<file path="config.mk">
export PLATFORM = sky130hd
export DESIGN_NAME = uart_rx
export DESIGN_NICKNAME = d
export VERILOG_FILES = /design/src/rtl/uart_rx.sv
export SDC_FILE = /design/constraint.sdc
export NUM_CORES = 1
export LEC_CHECK = 0
export BUFFER_PORTS_ARGS = -buffer_cell sky130_fd_sc_hd__buf_2
export CAP_MARGIN = 0
export CORE_MARGIN = 2
export CORE_UTILIZATION = 40
export CTS_CLUSTER_DIAMETER = 150
export CTS_CLUSTER_SIZE = 14
export DETAILED_ROUTE_END_ITERATION = 16
export GPL_ROUTABILITY_DRIVEN = 0
export PLACE_DENSITY_LB_ADDON = 0.1
export SLEW_MARGIN = 20
export SYNTH_ARGS = -nofsm -noshare
export SYNTH_HDL_FRONTEND = slang
export SYNTH_SLANG_ARGS = --single-unit
</file>
<file path="constraint.sdc">
create_clock -name clk -period 5 [get_ports clk]
set_input_delay 0.25 -clock clk [delete_from_list [all_inputs] [get_ports clk]]
set_output_delay 0.25 -clock clk [all_outputs]
set_load 0.02 [all_outputs]
</file>
<file path="src/rtl/uart_rx.sv">
// 8N1 UART receiver: 2-FF input synchronizer, free-running 16x oversampling
// tick generator and a frame-decode FSM presenting bytes with a done strobe.
`timescale 1ns/1ps
module uart_rx #(
    parameter int CLK_FREQ   = 100_000_000,
    parameter int BAUD       = 9600,
    parameter int OVERSAMPLE = 16
) (
    input  logic       clk,
    input  logic       rst,
    input  logic       rx,
    output logic [7:0] rx_data,
    output logic       rx_done,
    output logic       rx_busy,
    output logic       frame_err
);

    localparam int DIV   = CLK_FREQ / (BAUD * OVERSAMPLE);
    localparam int DIV_W = (DIV > 1) ? $clog2(DIV) : 1;
    localparam int S_W   = $clog2(OVERSAMPLE);

    localparam logic [DIV_W-1:0] DIV_LAST = DIV_W'(DIV - 1);
    localparam logic [S_W-1:0]   S_MID    = S_W'(OVERSAMPLE / 2 - 1);
    localparam logic [S_W-1:0]   S_LAST   = S_W'(OVERSAMPLE - 1);

    generate
        if (OVERSAMPLE < 8 || (OVERSAMPLE % 2) != 0) begin : g_bad_os
            $error("uart_rx: OVERSAMPLE must be even and >= 8");
        end
        if (DIV < 1) begin : g_bad_div
            $error("uart_rx: CLK_FREQ too low for BAUD*OVERSAMPLE");
        end
    endgenerate

    typedef enum logic [1:0] {
        IDLE  = 2'd0,
        START = 2'd1,
        DATA  = 2'd2,
        STOP  = 2'd3
    } state_t;

    logic             r_sync1, r_sync2;
    logic [DIV_W-1:0] r_div;
    logic             r_rx_prev;
    state_t           r_state;
    logic [S_W-1:0]   r_s_cnt;
    logic [2:0]       r_b_cnt;
    logic [7:0]       r_shift;
    logic [7:0]       r_rx_data;
    logic             r_done;
    logic             r_busy;
    logic             r_ferr;

    logic             w_rx_s;
    logic             w_tick;
    state_t           w_state_nxt;
    logic [S_W-1:0]   w_s_cnt_nxt;
    logic [2:0]       w_b_cnt_nxt;
    logic [7:0]       w_shift_nxt;
    logic             w_good;
    logic             w_bad;

    assign w_rx_s = r_sync2;
    assign w_tick = (r_div == DIV_LAST);

    // Synchronizer resets to the idle level so reset never looks like a start edge.
    always_ff @(posedge clk or negedge rst) begin
        if (!rst) begin
            r_sync1 <= 1'b1;
            r_sync2 <= 1'b1;
        end else begin
            r_sync1 <= rx;
            r_sync2 <= r_sync1;
        end
    end

    // Free-running: frame timing is taken relative to the detected edge, not the counter phase.
    always_ff @(posedge clk or negedge rst) begin
        if (!rst) begin
            r_div <= '0;
        end else if (w_tick) begin
            r_div <= '0;
        end else begin
            r_div <= r_div + 1'b1;
        end
    end

    always_ff @(posedge clk or negedge rst) begin
        if (!rst) begin
            r_rx_prev <= 1'b1;
        end else if (w_tick) begin
            r_rx_prev <= w_rx_s;
        end
    end

    // FSM state register, with the counters and shift register it steers.
    always_ff @(posedge clk or negedge rst) begin
        if (!rst) begin
            r_state <= IDLE;
            r_s_cnt <= '0;
            r_b_cnt <= '0;
            r_shift <= '0;
            r_busy  <= 1'b0;
        end else begin
            r_state <= w_state_nxt;
            r_s_cnt <= w_s_cnt_nxt;
            r_b_cnt <= w_b_cnt_nxt;
            r_shift <= w_shift_nxt;
            r_busy  <= (w_state_nxt != IDLE);
        end
    end

    always_comb begin
        w_state_nxt = r_state;
        w_s_cnt_nxt = r_s_cnt;
        w_b_cnt_nxt = r_b_cnt;
        w_shift_nxt = r_shift;
        if (w_tick) begin
            case (r_state)
                IDLE: begin
                    if (r_rx_prev && !w_rx_s) begin
                        w_state_nxt = START;
                        w_s_cnt_nxt = '0;
                    end
                end
                START: begin
                    if (r_s_cnt == S_MID) begin
                        if (!w_rx_s) begin
                            w_state_nxt = DATA;
                            w_s_cnt_nxt = '0;
                            w_b_cnt_nxt = '0;
                        end else begin
                            w_state_nxt = IDLE;
                        end
                    end else begin
                        w_s_cnt_nxt = r_s_cnt + 1'b1;
                    end
                end
                DATA: begin
                    if (r_s_cnt == S_LAST) begin
                        w_s_cnt_nxt = '0;
                        w_shift_nxt = {w_rx_s, r_shift[7:1]};
                        if (r_b_cnt == 3'd7) begin
                            w_state_nxt = STOP;
                        end else begin
                            w_b_cnt_nxt = r_b_cnt + 1'b1;
                        end
                    end else begin
                        w_s_cnt_nxt = r_s_cnt + 1'b1;
                    end
                end
                STOP: begin
                    if (r_s_cnt == S_LAST) begin
                        w_s_cnt_nxt = '0;
                        w_state_nxt = IDLE;
                    end else begin
                        w_s_cnt_nxt = r_s_cnt + 1'b1;
                    end
                end
                default: w_state_nxt = IDLE;
            endcase
        end
    end

    always_comb begin
        w_good = 1'b0;
        w_bad  = 1'b0;
        if (w_tick && r_state == STOP && r_s_cnt == S_LAST) begin
            w_good = w_rx_s;
            w_bad  = !w_rx_s;
        end
    end

    always_ff @(posedge clk or negedge rst) begin
        if (!rst) begin
            r_rx_data <= 8'h00;
            r_done    <= 1'b0;
            r_ferr    <= 1'b0;
        end else begin
            r_done <= w_good;
            if (w_good) begin
                r_rx_data <= r_shift;
                r_ferr    <= 1'b0;
            end else if (w_bad) begin
                r_ferr    <= 1'b1;
            end
        end
    end

    assign rx_data   = r_rx_data;
    assign rx_done   = r_done;
    assign rx_busy   = r_busy;
    assign frame_err = r_ferr;

endmodule

</file>
==> qor.csv, run 1 <==
stage,metric,value,unit
routing,First DRT Iteration DRCs,64,
synth,top-area cell type share of the netlist area,49.32,%
pwr,Switching Share,19.18,%
pwr,LEAKAGE,1.030,nW
finish,Reg area,0.001030,mm²
global_route,largest net degree at the start of global routing,42,
sta,fin crit share,44.43,%
sta,pins over their slew limit,0,
global_route,initial antenna violation count,0,
floorplanning,Ports,14,
routing,Avg Vias per Cell,5.357,
pwr,Pint,0.4820,mW
finish,Util after Layout,45.47,%
global_route,first-pass GRT wire length,5789,µm
floorplanning,row count,25,
pwr,Reg power frac,56.1,%
synth,synth top area cells,"dfrtp_1 49%, mux2_2 9.9%, dfstp_2 4.1%, ha_1 3.2%, xnor2_1 2.7%",
pwr,Comb power frac,1.2,%
floorplanning,Die X,73.43,µm
routing,routed len/inst,14.05,µm
finish,Filler Cells Inserted,423,
setup_path,crit-path cells,inv_1 > ha_1 > nand4b_1 > nor4_4 > buf_4 > nand4_4 > mux2_2,
pwr,Peak VDD IR,0.0001868,V
setup_path,CP Class,flop to flop,
synth,synthesized cell area,0.001928,mm²
pwr,total power,0.5963,mW
synth,cell accounting for the most synthesized area,dfrtp_1,
sta,worst hold slack,0.05896,ns
synth,Cell variety after synth,42,
finish,fin area,0.002133,mm²
synth,Mean Syn Cell Area,11.98,µm²
worst_hold_path,HP Class,input port to flop,
global_route,Total GRT Usage,14.01,%
synth,Syn Inst Count,161,
place,Setup WS pre-CTS,2.766,ns
floorplanning,die area,0.005392,mm²
setup_path,worst reg2reg path startpoint,r_div[0],
finish,layout cell share with drive strength beyond 1,28.98,%
sta,setup TNS,0,ns
place,dpl hpwl,2251,µm
cts,CTS Buffer Depth,2,
synth,Yosys Warn Count,0,
sta,skew final,0.005599,ns
cts,Clock Root Buffer,clkbuf_8,
setup_path,Critical Path Max Stage Delay,0.48,ns
finish,"commonest non-fill, non-tap cell in the layout",dfrtp_1,
sta,fin crit period,2.222,ns
sta,setup ws final,2.778,ns
worst_hold_path,hold path start,rx,
cts,Worst-path clk slew,0.08,ns
finish,final cell count without fillers,230,
place,PortBufs,13,
synth,register area share after synthesis,53.41,%
sta,slew margin rel.,40.19,%
status,status,"finished, final reports clean",
synth,"FFs w/ async S/R, synth",100.0,%
cts,number of buffers inserted by hold repair at cts,0,
cts,TritonCTS clock tree,done,
sta,Slew @ Worst Pin,0.8971,ns
synth,"EDFF count, synth",0,
floorplanning,core footprint,0.004692,mm²
finish,"commonest cells after routing, fill and taps aside","38 x dfrtp_1, 17 x mux2_2, 13 x buf_2",
synth,Syn Nets,169,
setup_path,Crit. End Element,flop,
place,area post-placement,0.002026,mm²
cts,post-CTS setup buffer count,0,
floorplanning,Starting Density,41.09,%
synth,Synth Register Bits,41,
setup_path,CP Launch Type,flop,
run,MaxCap Viol Count,0,
setup_path,Critical Path AT,2.39,ns
global_route,grt ovf,0,
cts,Num CTS Buffers,5,
routing,Routed WL,3231,µm
pwr,Clk pwr share,42.8,%
sta,Setup-failing EPs final,0,
finish,synth-to-layout area growth,10.64,%
finish,Layout Nets,183,
setup_path,crit-path max FO,13,
floorplanning,DIE HEIGHT,73.43,µm
finish,Antenna diodes,0,
synth,"Primary FF master, synth",dfrtp_1,
pwr,net switching power,0.1144,mW
setup_path,Worst Setup SP,r_div[0],
routing,vias post-DR,1232,
finish,area of the multi-input gates,814.5,µm²
cts,CTS resizes,0,
setup_path,Worst path slowest cell,nor4_4,
sta,Max Freq,450.1,MHz
cts,number of H-tree levels,2,
place,Placed Cells,222,
cts,clk_lat worst skew,0.28,ns
routing,DRT Pass-1 Iters,4,
cts,clk sinks,41,
sta,RSZ-0062 raised after global routing,false,
routing,post-route antenna net violation count,0,
global_route,vias in the first global route,1227,
routing,drc violations,0,
pwr,power per cell area,279.5,mW/mm²
setup_path,Critical Path RT,5.17,ns
sta,Final Hold Fails,0,
[critical path: cells and delay by family, from the launching register on]
family	cells	cell delay, ns
simple gates	3	0.83
flops	1	0.42
buf+inv	2	0.37
mux	1	0.34
fa+ha+maj	1	0.14
[metal layers]
metal	vias to the layer above	GRT usage (%)	routed length [µm]
met5	-	0	0
li1	596	-	-
met1	611	18.50	1554
met3	4	3.704	94
met4	0	6.263	36
met2	21	21.62	1547
[synthesized netlist by cell type (2+ instances only)]
cell,instances
nand3b_1,2
nor2_1,10
mux2_2,17
o22ai_1,2
xnor2_1,6
nand3_1,10
dfstp_2,3
buf_6,2
nand4_1,3
a31o_2,2
ha_1,5
a21oi_1,2
clkbuf_1,4
nand2b_1,3
inv_1,11
xor2_1,2
dfrtp_1,38
mux2i_1,5
o211ai_1,2
nand2_1,6
nor3_1,2
o21ai_0,4
[power by group through the flow]
stage	clock (mW)	combinational, mW	sequential, mW
2_1_floorplan	0	0.00135	0.340
3_3_place_gp	0	0.00759	0.341
3_5_place_dp	0	0.00792	0.341
4_1_cts	0.266	0.00794	0.334
5_1_grt	0.283	0.00893	0.334
6_report	0.255	0.00713	0.334
[path summary, 6_finish.rpt]
| kind | end | slack (ns) | cells past startpoint |
|---|---|---|---|
| worst max-delay path | rx_data[1] | 2.78 | 7 |
| worst min-delay path | r_sync1 | 0.06 | 1 |
| worst max register to register | rx_data[1] | 2.78 | 7 |
| worst min register to register | r_sync2 | 0.36 | 0 |
| max in group asynchronous | r_div[1] | 4.35 | 1 |
| min in group asynchronous | r_s_cnt[2] | 0.08 | 1 |
[logic make-up (layout without fill, tap and decap cells)]
group | Yosys count | after routing | synth area share [%]
compound gates | 16 | 16 | 5.711
flops | 41 | 41 | 53.41
xor+xnor | 8 | 8 | 3.634
mux | 22 | 22 | 12.52
simple gates | 51 | 51 | 17.13
fa+ha+maj | 5 | 5 | 3.245
buf+inv | 18 | 33 | 4.347
[sequential cells by signal (all words and copies together), names as in the netlist]
signal     count
rx_busy        1
r_sync1        1
r_rx_prev      1
r_s_cnt        4
r_b_cnt        3
frame_err      1
r_sync2        1
r_div         10
r_state        2
rx_done        1
rx_data        8
r_shift        8
[layout make-up]
type / instances / area share, %
well taps: 54 / 3.167
clock inverters: 2 / 1.642
clock buffers: 6 / 3.402
inverters: 11 / 1.935
multi-input cells: 102 / 38.18
repair buffers: 14 / 3.402
flip-flops and latches: 41 / 48.27
Power figures use the tool's default switching activity.
==> inputs of run 2 (changes only) <==
clock period = 1.8 ns   (was 5 ns; I/O delays follow)
==> qor.csv, run 2 (same netlist as run 1, synthesis figures left out) <==
stage,metric,value,unit
finish,synth-to-layout area growth,24.53,%
finish,Antenna diodes,0,
routing,Routed WL,3592,µm
floorplanning,DIE HEIGHT,73.43,µm
pwr,Peak VDD IR,0.0004089,V
global_route,initial antenna violation count,0,
routing,Avg Vias per Cell,5.172,
setup_path,Critical Path RT,1.97,ns
routing,DRT Pass-1 Iters,4,
routing,First DRT Iteration DRCs,24,
finish,"commonest non-fill, non-tap cell in the layout",dfrtp_1,
finish,Layout Nets,209,
finish,largest register by flop count,r_div,
pwr,Clk pwr share,44.5,%
finish,"commonest cells after routing, fill and taps aside","38 x dfrtp_1, 20 x buf_4, 17 x mux2_2",
place,dpl hpwl,2489,µm
cts,CTS Buffer Depth,2,
global_route,largest net degree at the start of global routing,22,
cts,Worst-path clk slew,0.08,ns
routing,post-route antenna net violation count,0,
worst_hold_path,HP Class,input port to asynchronous set/reset pin,
sta,fin crit share,99.14,%
pwr,Comb power frac,1.7,%
floorplanning,row count,25,
status,status,"finished, final reports clean",
cts,Clock Root Buffer,clkbuf_8,
floorplanning,Die X,73.43,µm
cts,Num CTS Buffers,5,
setup_path,CP Launch Type,flop,
place,area post-placement,0.002158,mm²
setup_path,CP Class,flop to flop,
setup_path,Critical Path AT,1.96,ns
routing,drc violations,0,
setup_path,Crit. End Element,flop,
setup_path,R2R cell count,5,
setup_path,crit-path max FO,7,
global_route,vias in the first global route,1283,
global_route,Total GRT Usage,14.43,%
cts,clk_lat worst skew,0.29,ns
sta,Slew @ Worst Pin,0.5586,ns
pwr,net switching power,0.3438,mW
floorplanning,core footprint,0.004692,mm²
pwr,Pint,1.385,mW
place,PortBufs,13,
cts,clk sinks,41,
finish,number of flip-flops in the largest register,10,
sta,Setup-failing EPs final,0,
run,MaxCap Viol Count,0,
sta,skew final,0.005886,ns
setup_path,reg-to-reg setup timing slack,0.02,ns
sta,Max Freq,560.4,MHz
pwr,power per cell area,720.1,mW/mm²
sta,slew margin rel.,62.76,%
global_route,grt ovf,0,
finish,layout cell share with drive strength beyond 1,39.11,%
sta,RSZ-0062 raised after global routing,true,
finish,fin area,0.002401,mm²
sta,Final Hold Fails,0,
routing,routed len/inst,14.03,µm
floorplanning,die area,0.005392,mm²
cts,number of H-tree levels,2,
global_route,first-pass GRT wire length,5913,µm
sta,fin crit period,1.785,ns
routing,vias post-DR,1324,
pwr,Switching Share,19.88,%
cts,TritonCTS clock tree,done,
sta,pins over their slew limit,0,
floorplanning,Starting Density,41.09,%
finish,final cell count without fillers,256,
place,Placed Cells,238,
floorplanning,Ports,14,
finish,Filler Cells Inserted,422,
pwr,LEAKAGE,1.193,nW
pwr,Reg power frac,53.7,%
-- run 2: final timing paths --
kind                                from          to
min in group clk                 r_sync1     r_sync2
max in group asynchronous            rst   r_rx_prev
worst min register to register   r_sync1     r_sync2
worst min-delay path                 rst  r_s_cnt[3]
worst max-delay path            r_div[4]  rx_data[3]
worst max register to register  r_div[4]  rx_data[3]
-- run 2: area by class of cell --
type | instances | area (µm²) | share of cell area [%]
tap | 54 | 67.56 | 2.814
multi-input combinational | 103 | 853.3 | 35.54
clock buffer | 6 | 82.58 | 3.439
clock inverter | 2 | 37.54 | 1.563
timing repair buffer | 39 | 289.0 | 12.04
inverter | 11 | 41.29 | 1.720
sequential | 41 | 1030 | 42.89
-- run 2: metrics by stage --
step | setup WS (ns) | hold slack, ns | util, % | power, mW | TNS [ns]
after floorplan | 0.04216 | -0.2056 | - | 0.9468 | 0
after global placement | 0.01999 | 0.08075 | 46.00 | 0.9728 | 0
after detailed placement | -0.04005 | 0.1008 | 46.00 | 0.9740 | -0.2499
after CTS | 0.01913 | 0.3225 | 49.49 | 1.762 | 0
after global routing | -0.04134 | 0.3440 | 51.17 | 1.798 | -0.2866
final | 0.01549 | 0.3163 | 51.17 | 1.729 | 0
-- run 2: metal layers --
metal | track usage (%) | wire (µm) | up-vias
met5 | 0 | 0 | -
met4 | 5.253 | 38 | 0
met3 | 4.527 | 105 | 4
met2 | 22.92 | 1705 | 15
met1 | 18.55 | 1741 | 654
li1 | - | - | 651
-- run 2: critical path: stages, from the launching register on --
cell and delay [ns]:
dfrtp_1 0.39, or3b_4 0.41, nor4_4 0.25, buf_6 0.19
nand4_4 0.13, mux2_2 0.30
-- run 2: power by group through the flow --
stage          Sequential (mW)  Clock [mW]  Combinational, mW
3_3_place_gp             0.946           0             0.0265
5_1_grt                  0.930       0.834             0.0342
2_1_floorplan            0.943           0            0.00374
4_1_cts                  0.929       0.802             0.0315
3_5_place_dp             0.946           0             0.0278
6_report                 0.929       0.770             0.0298
-- run 2: what timing repair did --
action                     CTS  global route
gates resized for setup      1             7
setup endpoints to repair    8            23
cloned                       1             0
buffers inserted             1             6
hold buffers                 2             0
pin swaps                    1             4
hold endpoints to repair    19             0
==> inputs of run 3 (changes only) <==
CORE_UTILIZATION = 53   (was 40)
SETUP_SLACK_MARGIN = 0.1   (was default)
==> qor.csv, run 3 (same netlist as run 1, synthesis figures left out) <==
stage,metric,value,unit
setup_path,crit-path cells,inv_1 > ha_1 > nand4b_1 > nor4_4 > buf_6 > nand2_2 > mux2_2,
floorplanning,Starting Density,56.45,%
routing,drc violations,0,
sta,skew final,0.01044,ns
floorplanning,Ports,14,
routing,routed len/inst,14.12,µm
sta,Setup-failing EPs final,0,
sta,slew margin rel.,66.74,%
cts,CTS Buffer Depth,2,
routing,vias post-DR,1302,
setup_path,reg-to-reg setup timing slack,0.07,ns
setup_path,worst reg2reg path startpoint,r_div[0],
sta,worst hold slack,0.3075,ns
sta,Slew @ Worst Pin,0.4989,ns
global_route,vias in the first global route,1284,
pwr,Switching Share,21.02,%
sta,pins over their slew limit,0,
routing,Avg Vias per Cell,5.380,
setup_path,RR Endpoint,r_shift[1],
setup_path,Crit path max-delay family,simple AND/OR/NAND/NOR gates,
routing,First DRT Iteration DRCs,70,
cts,Num CTS Buffers,5,
place,PortBufs,13,
pwr,total power,1.552,mW
global_route,largest net degree at the start of global routing,42,
routing,Met2 Wirelength,1692,µm
pwr,power per cell area,670.3,mW/mm²
sta,Final Hold Fails,0,
floorplanning,DIE HEIGHT,64.32,µm
pwr,LEAKAGE,1.129,nW
sta,setup TNS,0,ns
finish,synth-to-layout area growth,20.12,%
routing,met3 routed WL,103,µm
sta,RSZ-0062 raised after global routing,true,
finish,Util after Layout,67.80,%
finish,Layout Nets,203,
pwr,Pint,1.226,mW
setup_path,CP Class,flop to flop,
global_route,initial antenna violation count,0,
global_route,first-pass GRT wire length,5871,µm
pwr,Clk pwr share,38.5,%
routing,post-route antenna net violation count,0,
finish,"commonest cells after routing, fill and taps aside","38 x dfrtp_1, 16 x buf_4, 15 x mux2_2",
setup_path,Critical Path Max Stage Delay,0.39,ns
finish,Antenna diodes,0,
finish,layout cell share with drive strength beyond 1,38.27,%
pwr,Peak VDD IR,0.0004292,V
setup_path,Critical Path AT,1.99,ns
cts,Worst-path clk slew,0.12,ns
floorplanning,core footprint,0.003416,mm²
setup_path,Crit. End Element,flop,
routing,DRT Pass-1 Iters,4,
status,status,"finished, final reports clean",
pwr,Comb power frac,1.6,%
setup_path,CP bufs+invs,2,
setup_path,crit-path max FO,8,
sta,fin crit period,1.728,ns
setup_path,Critical Path RT,2.06,ns
setup_path,Worst path depth,7,
sta,fin crit share,95.99,%
setup_path,Worst path slowest cell,dfrtp_1,
cts,number of H-tree levels,2,
run,MaxCap Viol Count,0,
cts,TritonCTS clock tree,done,
finish,Filler Cells Inserted,278,
place,dpl hpwl,2331,µm
pwr,Reg power frac,59.9,%
finish,"commonest non-fill, non-tap cell in the layout",dfrtp_1,
setup_path,R2R cell count,7,
finish,largest register by flop count,r_div,
pwr,net switching power,0.3263,mW
finish,number of flip-flops in the largest register,10,
sta,Max Freq,578.8,MHz
floorplanning,die area,0.004136,mm²
global_route,Total GRT Usage,18.89,%
floorplanning,Die X,64.32,µm
floorplanning,row count,21,
cts,clk_lat worst skew,0.36,ns
cts,Clock Root Buffer,clkbuf_4,
routing,Top Metal Used,met4,
cts,clk sinks,41,
setup_path,Worst Setup SP,r_div[0],
worst_hold_path,HP Class,input port to asynchronous set/reset pin,
routing,DRT met1 WL,1544,µm
setup_path,CP Launch Type,flop,
global_route,grt ovf,0,
routing,Routed WL,3417,µm
[run 3: cell count changes in the layout (fill, tap and decap cells not counted), sizes merged]
cell,previous run,this run
buf,37,31
clkbuf,6,5
clkinv,0,1
[run 3: metrics by stage]
step           cells  worst slack (ns)  cell area (µm²)
6_report         242           0.07221             2316
5_1_grt          242          -0.04319             2316
4_1_cts          242          0.001236             2295
3_5_place_dp     227          -0.04220             2121
3_3_place_gp     227           0.02572             2121
2_1_floorplan    161           0.07704             1936
[run 3: repair_timing]
action	in CTS	in global routing
setup buffers	3	0
gates cloned	2	0
hold buffers	2	0
endpoints found under the hold margin	39	0
endpoints found under the setup margin	24	27
pin swaps	3	3
resized for setup	8	4
[run 3: how the worst max path moves through the flow]
stage                            end  slack, ns
after CTS                 r_shift[4]      0.001
after floorplan           rx_data[0]       0.08
after global placement    rx_data[4]       0.03
final                     r_shift[1]       0.07
after global routing      r_shift[5]      -0.04
after detailed placement  rx_data[7]      -0.04
[run 3: area by class of cell]
class,count,area [µm²],share of cell area [%]
timing repair buffer,33,227.7,9.833
tap,46,57.56,2.485
sequential,41,1030,44.46
multi-input combinational,103,875.8,37.82
clock inverter,3,46.29,1.999
clock buffer,5,37.54,1.621
inverter,11,41.29,1.783
[run 3: metal layers]
| metal | global-route usage [%] | up-vias |
|---|---|---|
| li1 | - | 640 |
| met1 | 23.31 | 635 |
| met2 | 31.51 | 18 |
| met3 | 4.754 | 9 |
| met4 | 7.979 | 0 |
| met5 | 0 | - |
[run 3: power groups by stage]
stage	Sequential (mW)	Clock (mW)	Combinational [mW]
detailed placement	0.946	0	0.0230
floorplan	0.943	0	0.00392
global route	0.931	0.658	0.0289
finish	0.930	0.597	0.0247
global placement	0.946	0	0.0222
CTS	0.930	0.625	0.0264
[run 3: worst reg2reg max path, cell delays in order, from the launching register on]
cell	delay (ns)
dfrtp_1	0.39
inv_1	0.06
ha_1	0.15
nand4b_1	0.14
nor4_4	0.28
buf_6	0.18
nand2_2	0.14
mux2_2	0.31
